## src/rtl/ie_rd_serializer.sv

```systemverilog
// ie_rd_serializer
//   Sits after the MTP interface engine. IE read words are captured on word_done,
//   buffered in a small FIFO and shifted MSB-first to the backscatter encoder.
//   The encoder takes one bit per bit_req while tx_vld is high. After IE job_done,
//   the frame ends once the FIFO has drained.
//   Optional feature macro: RD_SER_CRC16_APPEND_EN. When it is defined, the
//   ones-complement of a CRC-16/CCITT over all sent data bits is appended before
//   the frame ends.
module ie_rd_serializer #(
   parameter int FIFO_DEPTH = 4,
   parameter int FIFO_AW    = 2,
   parameter int WORD_W     = 16
) (
   input  logic              DOUB_BLF,
   input  logic              rst_n,
   input  logic              new_cmd,
   input  logic              tx_start,
   input  logic              word_done,
   input  logic              job_done,
   input  logic [WORD_W-1:0] mtp_data,
   input  logic              bit_req,
   output logic              tx_bit,
   output logic              tx_vld,
   output logic              tx_done,
   output logic              tx_busy,
   output logic              fifo_full,
   output logic              overflow
);

   localparam int CNT_W  = $clog2(WORD_W);
   localparam int LAST_I = WORD_W - 1;

   localparam logic [CNT_W-1:0]   BIT_LAST = LAST_I[CNT_W-1:0];
   localparam logic [CNT_W-1:0]   BIT_ONE  = 1;
   localparam logic [FIFO_AW-1:0] PTR_ONE  = 1;
   localparam logic [FIFO_AW:0]   CNT_ONE  = 1;
   localparam logic [FIFO_AW:0]   CNT_FULL = FIFO_DEPTH[FIFO_AW:0];

   localparam logic [2:0] S_IDLE  = 3'd0;
   localparam logic [2:0] S_WAIT  = 3'd1;
   localparam logic [2:0] S_SHIFT = 3'd2;
`ifdef RD_SER_CRC16_APPEND_EN
   localparam logic [2:0] S_CRC   = 3'd3;
`endif
   localparam logic [2:0] S_DONE  = 3'd4;

`ifdef RD_SER_CRC16_APPEND_EN
   // One MSB-first step of CRC-16/CCITT (poly 0x1021).
   function automatic logic [15:0] crc16_step(input logic [15:0] crc, input logic din);
      logic fb;
      fb = crc[15] ^ din;
      crc16_step = {crc[14:0], 1'b0} ^ (fb ? 16'h1021 : 16'h0000);
   endfunction
`endif

   // Synchronisers and edge flops for the IE handshakes
   logic wd_s1_q, wd_s2_q, wd_s3_q;
   logic jd_s1_q, jd_s2_q, jd_s3_q;
   logic push, job_rise;

   // FIFO storage and bookkeeping
   logic [WORD_W-1:0]  mem_q [FIFO_DEPTH];
   logic [FIFO_AW-1:0] wr_ptr_q, rd_ptr_q;
   logic [FIFO_AW:0]   count_q;
   logic               fifo_empty, full_int, pop, wr_en, drop;
   logic [WORD_W-1:0]  head;

   // Control state
   logic [2:0]        state_q, state_d;
   logic              job_end_q, overflow_q;
   logic              frame_end;

   // Shift datapath
   logic [WORD_W-1:0] shreg_q, shreg_d;
   logic [CNT_W-1:0]  bit_cnt_q, bit_cnt_d;
`ifdef RD_SER_CRC16_APPEND_EN
   logic [15:0]       crc_q, crc_d;
`endif

   // Double-flop each async IE signal, plus a third flop for edge detection
   always_ff @(posedge DOUB_BLF or negedge rst_n) begin
      if (!rst_n) begin
         wd_s1_q <= 1'b0;
         wd_s2_q <= 1'b0;
         wd_s3_q <= 1'b0;
         jd_s1_q <= 1'b0;
         jd_s2_q <= 1'b0;
         jd_s3_q <= 1'b0;
      end else begin
         wd_s1_q <= word_done;
         wd_s2_q <= wd_s1_q;
         wd_s3_q <= wd_s2_q;
         jd_s1_q <= job_done;
         jd_s2_q <= jd_s1_q;
         jd_s3_q <= jd_s2_q;
      end
   end

   assign push     = wd_s2_q & ~wd_s3_q;
   assign job_rise = jd_s2_q & ~jd_s3_q;

   assign fifo_empty = (count_q == '0);
   assign full_int   = (count_q == CNT_FULL);
   assign head       = mem_q[rd_ptr_q];
   assign pop        = (state_q == S_WAIT) & ~fifo_empty;
   // A simultaneous pop frees a slot, so a push at full is only dropped without one.
   assign drop       = push & full_int & ~pop;
   assign wr_en      = push & ~drop & ~new_cmd;
   assign frame_end  = (state_q == S_WAIT) & fifo_empty & job_end_q;

   // FIFO word storage: data only, no reset needed
   always_ff @(posedge DOUB_BLF) begin
      if (wr_en) begin
         mem_q[wr_ptr_q] <= mtp_data;
      end
   end

   // FIFO pointers and occupancy count
   always_ff @(posedge DOUB_BLF or negedge rst_n) begin
      if (!rst_n) begin
         wr_ptr_q <= '0;
         rd_ptr_q <= '0;
         count_q  <= '0;
      end else if (new_cmd) begin
         wr_ptr_q <= '0;
         rd_ptr_q <= '0;
         count_q  <= '0;
      end else begin
         if (wr_en) begin
            wr_ptr_q <= wr_ptr_q + PTR_ONE;
         end
         if (pop) begin
            rd_ptr_q <= rd_ptr_q + PTR_ONE;
         end
         case ({wr_en, pop})
            2'b10:   count_q <= count_q + CNT_ONE;
            2'b01:   count_q <= count_q - CNT_ONE;
            default: count_q <= count_q;
         endcase
      end
   end

   // Sticky flags: job end seen, and word dropped on a full FIFO
   always_ff @(posedge DOUB_BLF or negedge rst_n) begin
      if (!rst_n) begin
         job_end_q  <= 1'b0;
         overflow_q <= 1'b0;
      end else if (new_cmd) begin
         job_end_q  <= 1'b0;
         overflow_q <= 1'b0;
      end else begin
         if (state_q == S_DONE) begin
            job_end_q <= 1'b0;
         end else if (job_rise) begin
            job_end_q <= 1'b1;
         end
         if (drop) begin
            overflow_q <= 1'b1;
         end
      end
   end

   // FSM state register
   always_ff @(posedge DOUB_BLF or negedge rst_n) begin
      if (!rst_n) begin
         state_q <= S_IDLE;
      end else if (new_cmd) begin
         state_q <= S_IDLE;
      end else begin
         state_q <= state_d;
      end
   end

   // FSM next-state logic; pending data always wins over the end of job
   always_comb begin
      state_d = state_q;
      case (state_q)
         S_IDLE: begin
            if (tx_start) begin
               state_d = S_WAIT;
            end
         end
         S_WAIT: begin
            if (!fifo_empty) begin
               state_d = S_SHIFT;
            end else if (job_end_q) begin
`ifdef RD_SER_CRC16_APPEND_EN
               state_d = S_CRC;
`else
               state_d = S_DONE;
`endif
            end
         end
         S_SHIFT: begin
            if (bit_req && (bit_cnt_q == '0)) begin
               state_d = S_WAIT;
            end
         end
`ifdef RD_SER_CRC16_APPEND_EN
         S_CRC: begin
            if (bit_req && (bit_cnt_q == '0)) begin
               state_d = S_DONE;
            end
         end
`endif
         S_DONE: begin
            state_d = S_IDLE;
         end
         default: begin
            state_d = S_IDLE;
         end
      endcase
   end

   // FSM outputs decoded from the current state
   always_comb begin
      tx_vld  = 1'b0;
      tx_bit  = 1'b0;
      tx_done = 1'b0;
      tx_busy = 1'b1;
      case (state_q)
         S_IDLE: begin
            tx_busy = 1'b0;
         end
         S_SHIFT: begin
            tx_vld = 1'b1;
            tx_bit = shreg_q[WORD_W-1];
         end
`ifdef RD_SER_CRC16_APPEND_EN
         S_CRC: begin
            tx_vld = 1'b1;
            tx_bit = shreg_q[WORD_W-1];
         end
`endif
         S_DONE: begin
            tx_done = 1'b1;
         end
         default: begin
         end
      endcase
   end

   assign fifo_full = full_int;
   assign overflow  = overflow_q;

   // Shift register next value: load a word (or the CRC), or shift on a consumed bit
   always_comb begin
      shreg_d   = shreg_q;
      bit_cnt_d = bit_cnt_q;
      if (pop) begin
         shreg_d   = head;
         bit_cnt_d = BIT_LAST;
`ifdef RD_SER_CRC16_APPEND_EN
      end else if (frame_end) begin
         shreg_d   = ~crc_q;
         bit_cnt_d = BIT_LAST;
`endif
      end else if (tx_vld && bit_req) begin
         shreg_d   = {shreg_q[WORD_W-2:0], 1'b0};
         bit_cnt_d = bit_cnt_q - BIT_ONE;
      end
   end

   // Shift register and bit counter: pure datapath, qualified by the FSM
   always_ff @(posedge DOUB_BLF) begin
      shreg_q   <= shreg_d;
      bit_cnt_q <= bit_cnt_d;
   end

`ifdef RD_SER_CRC16_APPEND_EN
   // CRC next value: only data bits are folded in; cleared at frame end
   always_comb begin
      crc_d = crc_q;
      if (state_q == S_DONE) begin
         crc_d = 16'hFFFF;
      end else if ((state_q == S_SHIFT) && bit_req) begin
         crc_d = crc16_step(crc_q, shreg_q[WORD_W-1]);
      end
   end

   // CRC register
   always_ff @(posedge DOUB_BLF or negedge rst_n) begin
      if (!rst_n) begin
         crc_q <= 16'hFFFF;
      end else if (new_cmd) begin
         crc_q <= 16'hFFFF;
      end else begin
         crc_q <= crc_d;
      end
   end
`else
   // frame_end only steers the FSM when no CRC trailer is appended
   logic unused_frame_end;
   assign unused_frame_end = frame_end;
`endif

endmodule

```

## config.mk

```make
export PLATFORM = sky130hd
export DESIGN_NAME = ie_rd_serializer
export DESIGN_NICKNAME = d
export VERILOG_FILES = /design/src/rtl/ie_rd_serializer.sv
export SDC_FILE = /design/constraint.sdc
export NUM_CORES = 1
export LEC_CHECK = 0
export ABC_AREA = 1
export CELL_PAD_IN_SITES_DETAIL_PLACEMENT = 1
export CELL_PAD_IN_SITES_GLOBAL_PLACEMENT = 1
export CORE_ASPECT_RATIO = 1.1
export CORE_UTILIZATION = 49
export CTS_BUF_LIST = sky130_fd_sc_hd__clkbuf_8
export DETAILED_ROUTE_END_ITERATION = 7
export PLACE_DENSITY = 0.79
export SYNTH_ARGS = -nofsm -noshare
export SYNTH_HDL_FRONTEND = slang
export SYNTH_SLANG_ARGS = --single-unit
```

## constraint.sdc

```tcl
create_clock -name DOUB_BLF -period 2.6 [get_ports DOUB_BLF]
set_clock_uncertainty 0.1 [all_clocks]
set_input_delay 0.39 -clock DOUB_BLF [delete_from_list [all_inputs] [get_ports DOUB_BLF]]
set_output_delay 0.39 -clock DOUB_BLF [all_outputs]
set_load 0.05 [all_outputs]
```

Word-level counts from Yosys, hierarchy flattened
Memories as Yosys holds them, arrays and structs flattened.
Cells that the tools add are included.
W data, S select, Z words.
{"block": "totals", "regBits": 38, "mem_bits_rw": 64, "memories": 1}
{"block": "op_classes", "addsub": 5, "eq_ne": 9, "muxes": 25, "bitwise_logic": 13, "reduce_logical": 12}
{"memory": "mem_q", "words": 4, "word_bits": 16, "read_ports": 1, "rd_ports_with_merged_regs": 0, "wr": 1, "line": "62", "text": "logic [WORD_W-1:0] mem_q [FIFO_DEPTH];"}
{"op": "$mux W16", "count": 2}
{"op": "$mux W3", "count": 6}
{"op": "$mux W1", "count": 11}
{"op": "$pmux W3 S3", "count": 1}
{"op": "$mux W2", "count": 4}
{"op": "$reduce_bool A2 Y1", "count": 4}
{"op": "$and A1 B1 Y1", "count": 7}
{"op": "$eq A3 B3 Y1 const B", "count": 2}
{"op": "$logic_not A3 Y1", "count": 2}
{"op": "$ne A3 B3 Y1 const B", "count": 2}
{"op": "$not A1 Y1", "count": 6}
{"op": "$pmux W3 S2", "count": 1}
{"op": "$reduce_bool A3 Y1", "count": 2}
{"op": "$add A2 B1 Y2 const B", "count": 2}
{"op": "$logic_not A4 Y1", "count": 1}
{"op": "$ne A4 B4 Y1 const B", "count": 1}
{"op": "$sub A4 B1 Y4 const B", "count": 1}
{"op": "$add A3 B1 Y3 const B", "count": 1}
{"op": "$eq A3 B1 Y1 const B", "count": 1}
{"op": "$eq A3 B2 Y1 const B", "count": 1}
{"op": "$reduce_and A3 Y1", "count": 1}
{"op": "$sub A3 B1 Y3 const B", "count": 1}
{"op": "$eq A2 B1 Y1 const B", "count": 1}
{"op": "$eq A2 B2 Y1 const B", "count": 1}
{"op": "$logic_and A1 B1 Y1", "count": 2}

Depth between registers and ports, before layout
{"block": "depth", "ltp_word": 11, "mapped_depth": 12, "mapped_depth_nobuf": 12}

Worst setup path before layout
Ideal clock, no wire load.
{"block": "synth_timing", "path_type": "register to output", "from": "register state_q[0]", "to": "output tx_bit", "t_arrival_ns": 1.948, "setup_slack_ns": 0.162, "stages_incl_launch_ff": 4, "path_buffers": 0, "path_cell_list": "dfrtp_1 -> nor3_2 -> inv_2 -> nor2_1"}
{"block": "synth_via", "elab_chain_cells": 2}
{"element": "start: declaration", "line": "69", "text": "logic [2:0] state_q, state_d;"}
{"element": "start signal: assignment", "line": "170", "text": "state_q <= state_d;"}
{"element": "$eq A3 B2 Y1", "line": "221", "text": "case (state_q)"}
{"element": "$mux W1", "line": "221"}
{"element": "end: declaration", "line": "22", "text": "output logic tx_bit,"}
Every way passes these cells.

Worst setup path in the final report
{"block": "layout_timing", "from": "register state_q[0]", "to": "output tx_vld"}
{"block": "layout_via", "elab_chain_cells": 2}
{"element": "$eq A3 B2 Y1", "line": "221"}
{"element": "$mux W1", "line": "221"}
{"element": "end: declaration", "line": "23", "text": "output logic tx_vld,"}
Every way passes these cells.

==> out/qor.csv <==
metric,value,unit
area fraction of the dominant cell type after synthesis,0.578,
# port buffers,28,
worst-path fanout max,6,
starting density of the core,0.516,
final hold viol count,0,
kind of critical path,register to output port,
GPL Wtd Cong,0.801,
Setup crit start kind,register,
"commonest non-fill, non-tap cells in the layout","nor2_1 (92), edfxtp_1 (80), o21ai_0 (35), clkdlybuf4s50_1 (27), nand2_1 (25)",
Final Non-Filler Cells,505,
hold path start,wd_s1_q,
"top cells by area, synth","edfxtp_1 (58%), dfrtp_1 (11%), nor2_1 (8.3%)",
P_leak,1.82,nW
via count,2698,
worst r2r src,wd_s3_q,
share of layout cells above drive strength 1,0.0982,
TritonCTS clock tree,done,
status,finished clean,
synthesized area,4150,um^2
placed cell areas,4580,um^2
minimum clock period,2.45,ns
Critical Path AT,1.96,ns
Worst Hold End,wd_s2_q,
initial antenna violation count,0,
Peak Freq,409,MHz
mean post-synth cell area,11.6,um^2
crit path capture type,output port,
"most common cell after layout, fill and taps aside",nor2_1,
clk sinks,102,
Pre-Repair DR Iteration Count,4,
Die Wd,89.8,um
Total Wirelength,8390,um
pwr/cell area,726,nW/um^2
Worst-path clk slew,0.10,ns
Tcrit/Tclk final,0.941,
pin count of the biggest net entering global routing,34,
R2R Setup Slk,0.56,ns
Antenna Violating Nets Remaining,0,
CTS H-tree depth,3,
"Seq/Total Area, Yosys",0.706,
hpwl dp,5290,um
fin area,4780,um^2
setup TNS,0,ns
Overflow after GRT,0,
nets,422,
net count after synthesis,388,
first-pass GRT wire length,13900,um
Ports,29,
DR iter-0 viols,101,
gr usage total,0.209,
vias in the first global route,2822,
Max IR drop VDD,0.483,mV
area grow syn2layout,15.2,%
worst endpoint required time,2.11,ns
Least-Margin Pin Slew,0.901,ns
FP Rows,34,
Final setup viols,0,
worst-skew pair later-pin latency,0.36,ns
vias per inst,5.34,
RSZ-0062 raised after global routing,no,
"Core Util, Final",0.595,
max_cap viols,0,
wire length per cell,16.6,um
DP Cell Count,489,
largest area contributor in the netlist,edfxtp_1,
worst r2r path cells,6,
root buffer cell,clkbuf_8,
worst hold stages,0,
Worst R2R End,mem_q[2][3],
DIE HEIGHT,98.6,um
Residual DRC,0,
DIE AREA,8850,um^2
CORE AREA,8040,um^2
synth unique cells,27,
Yosys reg bits,102,
Synth Instances,358,
worst hold path type,register to register,
antenna cell count,0,
Worst slew margin,0.399,
fin. max-slew vios,0,
cts bufs inserted,9,
Max Buffers Root-to-Sink,2,
synth warn,0,
setup bufs post-CTS,0,
-- how the worst max path moves through the flow --
stage                          start    endpoint  slack [ns]  depth (start not counted)
after CTS                 state_q[0]      tx_bit        0.02                          4
after floorplan           state_q[0]      tx_bit        0.16                          3
after global routing      count_q[0]   fifo_full        0.06                          4
after detailed placement     new_cmd  count_q[2]        0.34                         10
after global placement       new_cmd  count_q[2]        0.44                         10
final                     state_q[0]      tx_vld        0.15                          2
-- Yosys cell counts --
cell	number
a31oi_1	16
nor3_2	2
nand3_1	8
a21oi_2	2
dfrtp_1	18
nor3_1	3
o21ai_0	35
clkbuf_1	6
edfxtp_1	80
o21ai_2	1
ha_1	6
dfxtp_1	4
nand3_2	1
nor2_2	1
nand4_1	5
fa_1	1
nand2_1	25
nor2_4	1
inv_2	4
nand2_2	1
o211ai_1	1
inv_1	24
a21oi_1	7
o21ai_1	4
buf_2	9
xnor2_1	1
nor2_1	92
-- logic make-up (layout without fill, tap and decap cells) --
| logic type | count (synthesis) | after routing | share of synthesized area |
|---|---|---|---|
| buffers and inverters | 43 | 82 | 0.0416 |
| and+or+nand+nor | 139 | 139 | 0.140 |
| xor gates and xnor gates | 1 | 1 | 0.00211 |
| AOI/OAI and AO/OA | 66 | 66 | 0.0877 |
| DFF | 102 | 102 | 0.706 |
| adders and majority gates | 7 | 7 | 0.0229 |
-- area by class of cell --
class                      count  area (um^2)
clock buffer                   9          124
clock inverter                 7         80.1
fill                         823         3260
inverter                      28          105
multi-input combinational    213         1050
sequential                   102         2930
tap                          108          135
timing repair buffer          38          358
-- through the flow --
stage / power [mW] / hold slack, ns / worst slack, ns
finish: 3.47 / 0.258 / 0.154
CTS: 3.51 / 0.260 / 0.0215
global route: 3.63 / 0.275 / 0.0581
floorplan: 2.30 / -0.00559 / 0.162
global placement: 2.46 / 0.234 / 0.437
detailed placement: 2.49 / 0.236 / 0.336
-- layer usage --
layer,track usage,share of wire
met1,0.244,0.43
met2,0.372,0.53
met3,0.0324,0.027
met4,0.112,0.021
met5,0,0
-- registers in the layout (all words and copies together), names as in the netlist --
signal,cells
jd_s3_q,1
count_q,3
rd_ptr_q,2
jd_s2_q,1
job_end_q,1
mem_q,64
wd_s2_q,1
bit_cnt_q,4
wd_s3_q,1
jd_s1_q,1
wr_ptr_q,2
overflow,1
wd_s1_q,1
state_q,3
shreg_q,16
-- critical path: stages, from the launching register on --
cell             delay, ns
dfrtp_1               0.46
nor3_2                0.28
clkdlybuf4s50_1       0.85
-- what timing repair did --
item                       CTS  global route
gates resized for setup      0             1
setup endpoints to repair    0             1
hold buffers                 0             0
-- where the power goes --
group / switching, mW / total (mW) / leakage, nW / internal (mW)
clock: 0.562 / 1.02 / 0.102 / 0.459
combinational: 0.349 / 0.528 / 0.724 / 0.179
sequential: 0.0599 / 1.92 / 0.989 / 1.86
total: 0.971 / 3.47 / 1.82 / 2.50
No activity file was read; power rests on OpenSTA's default activity.
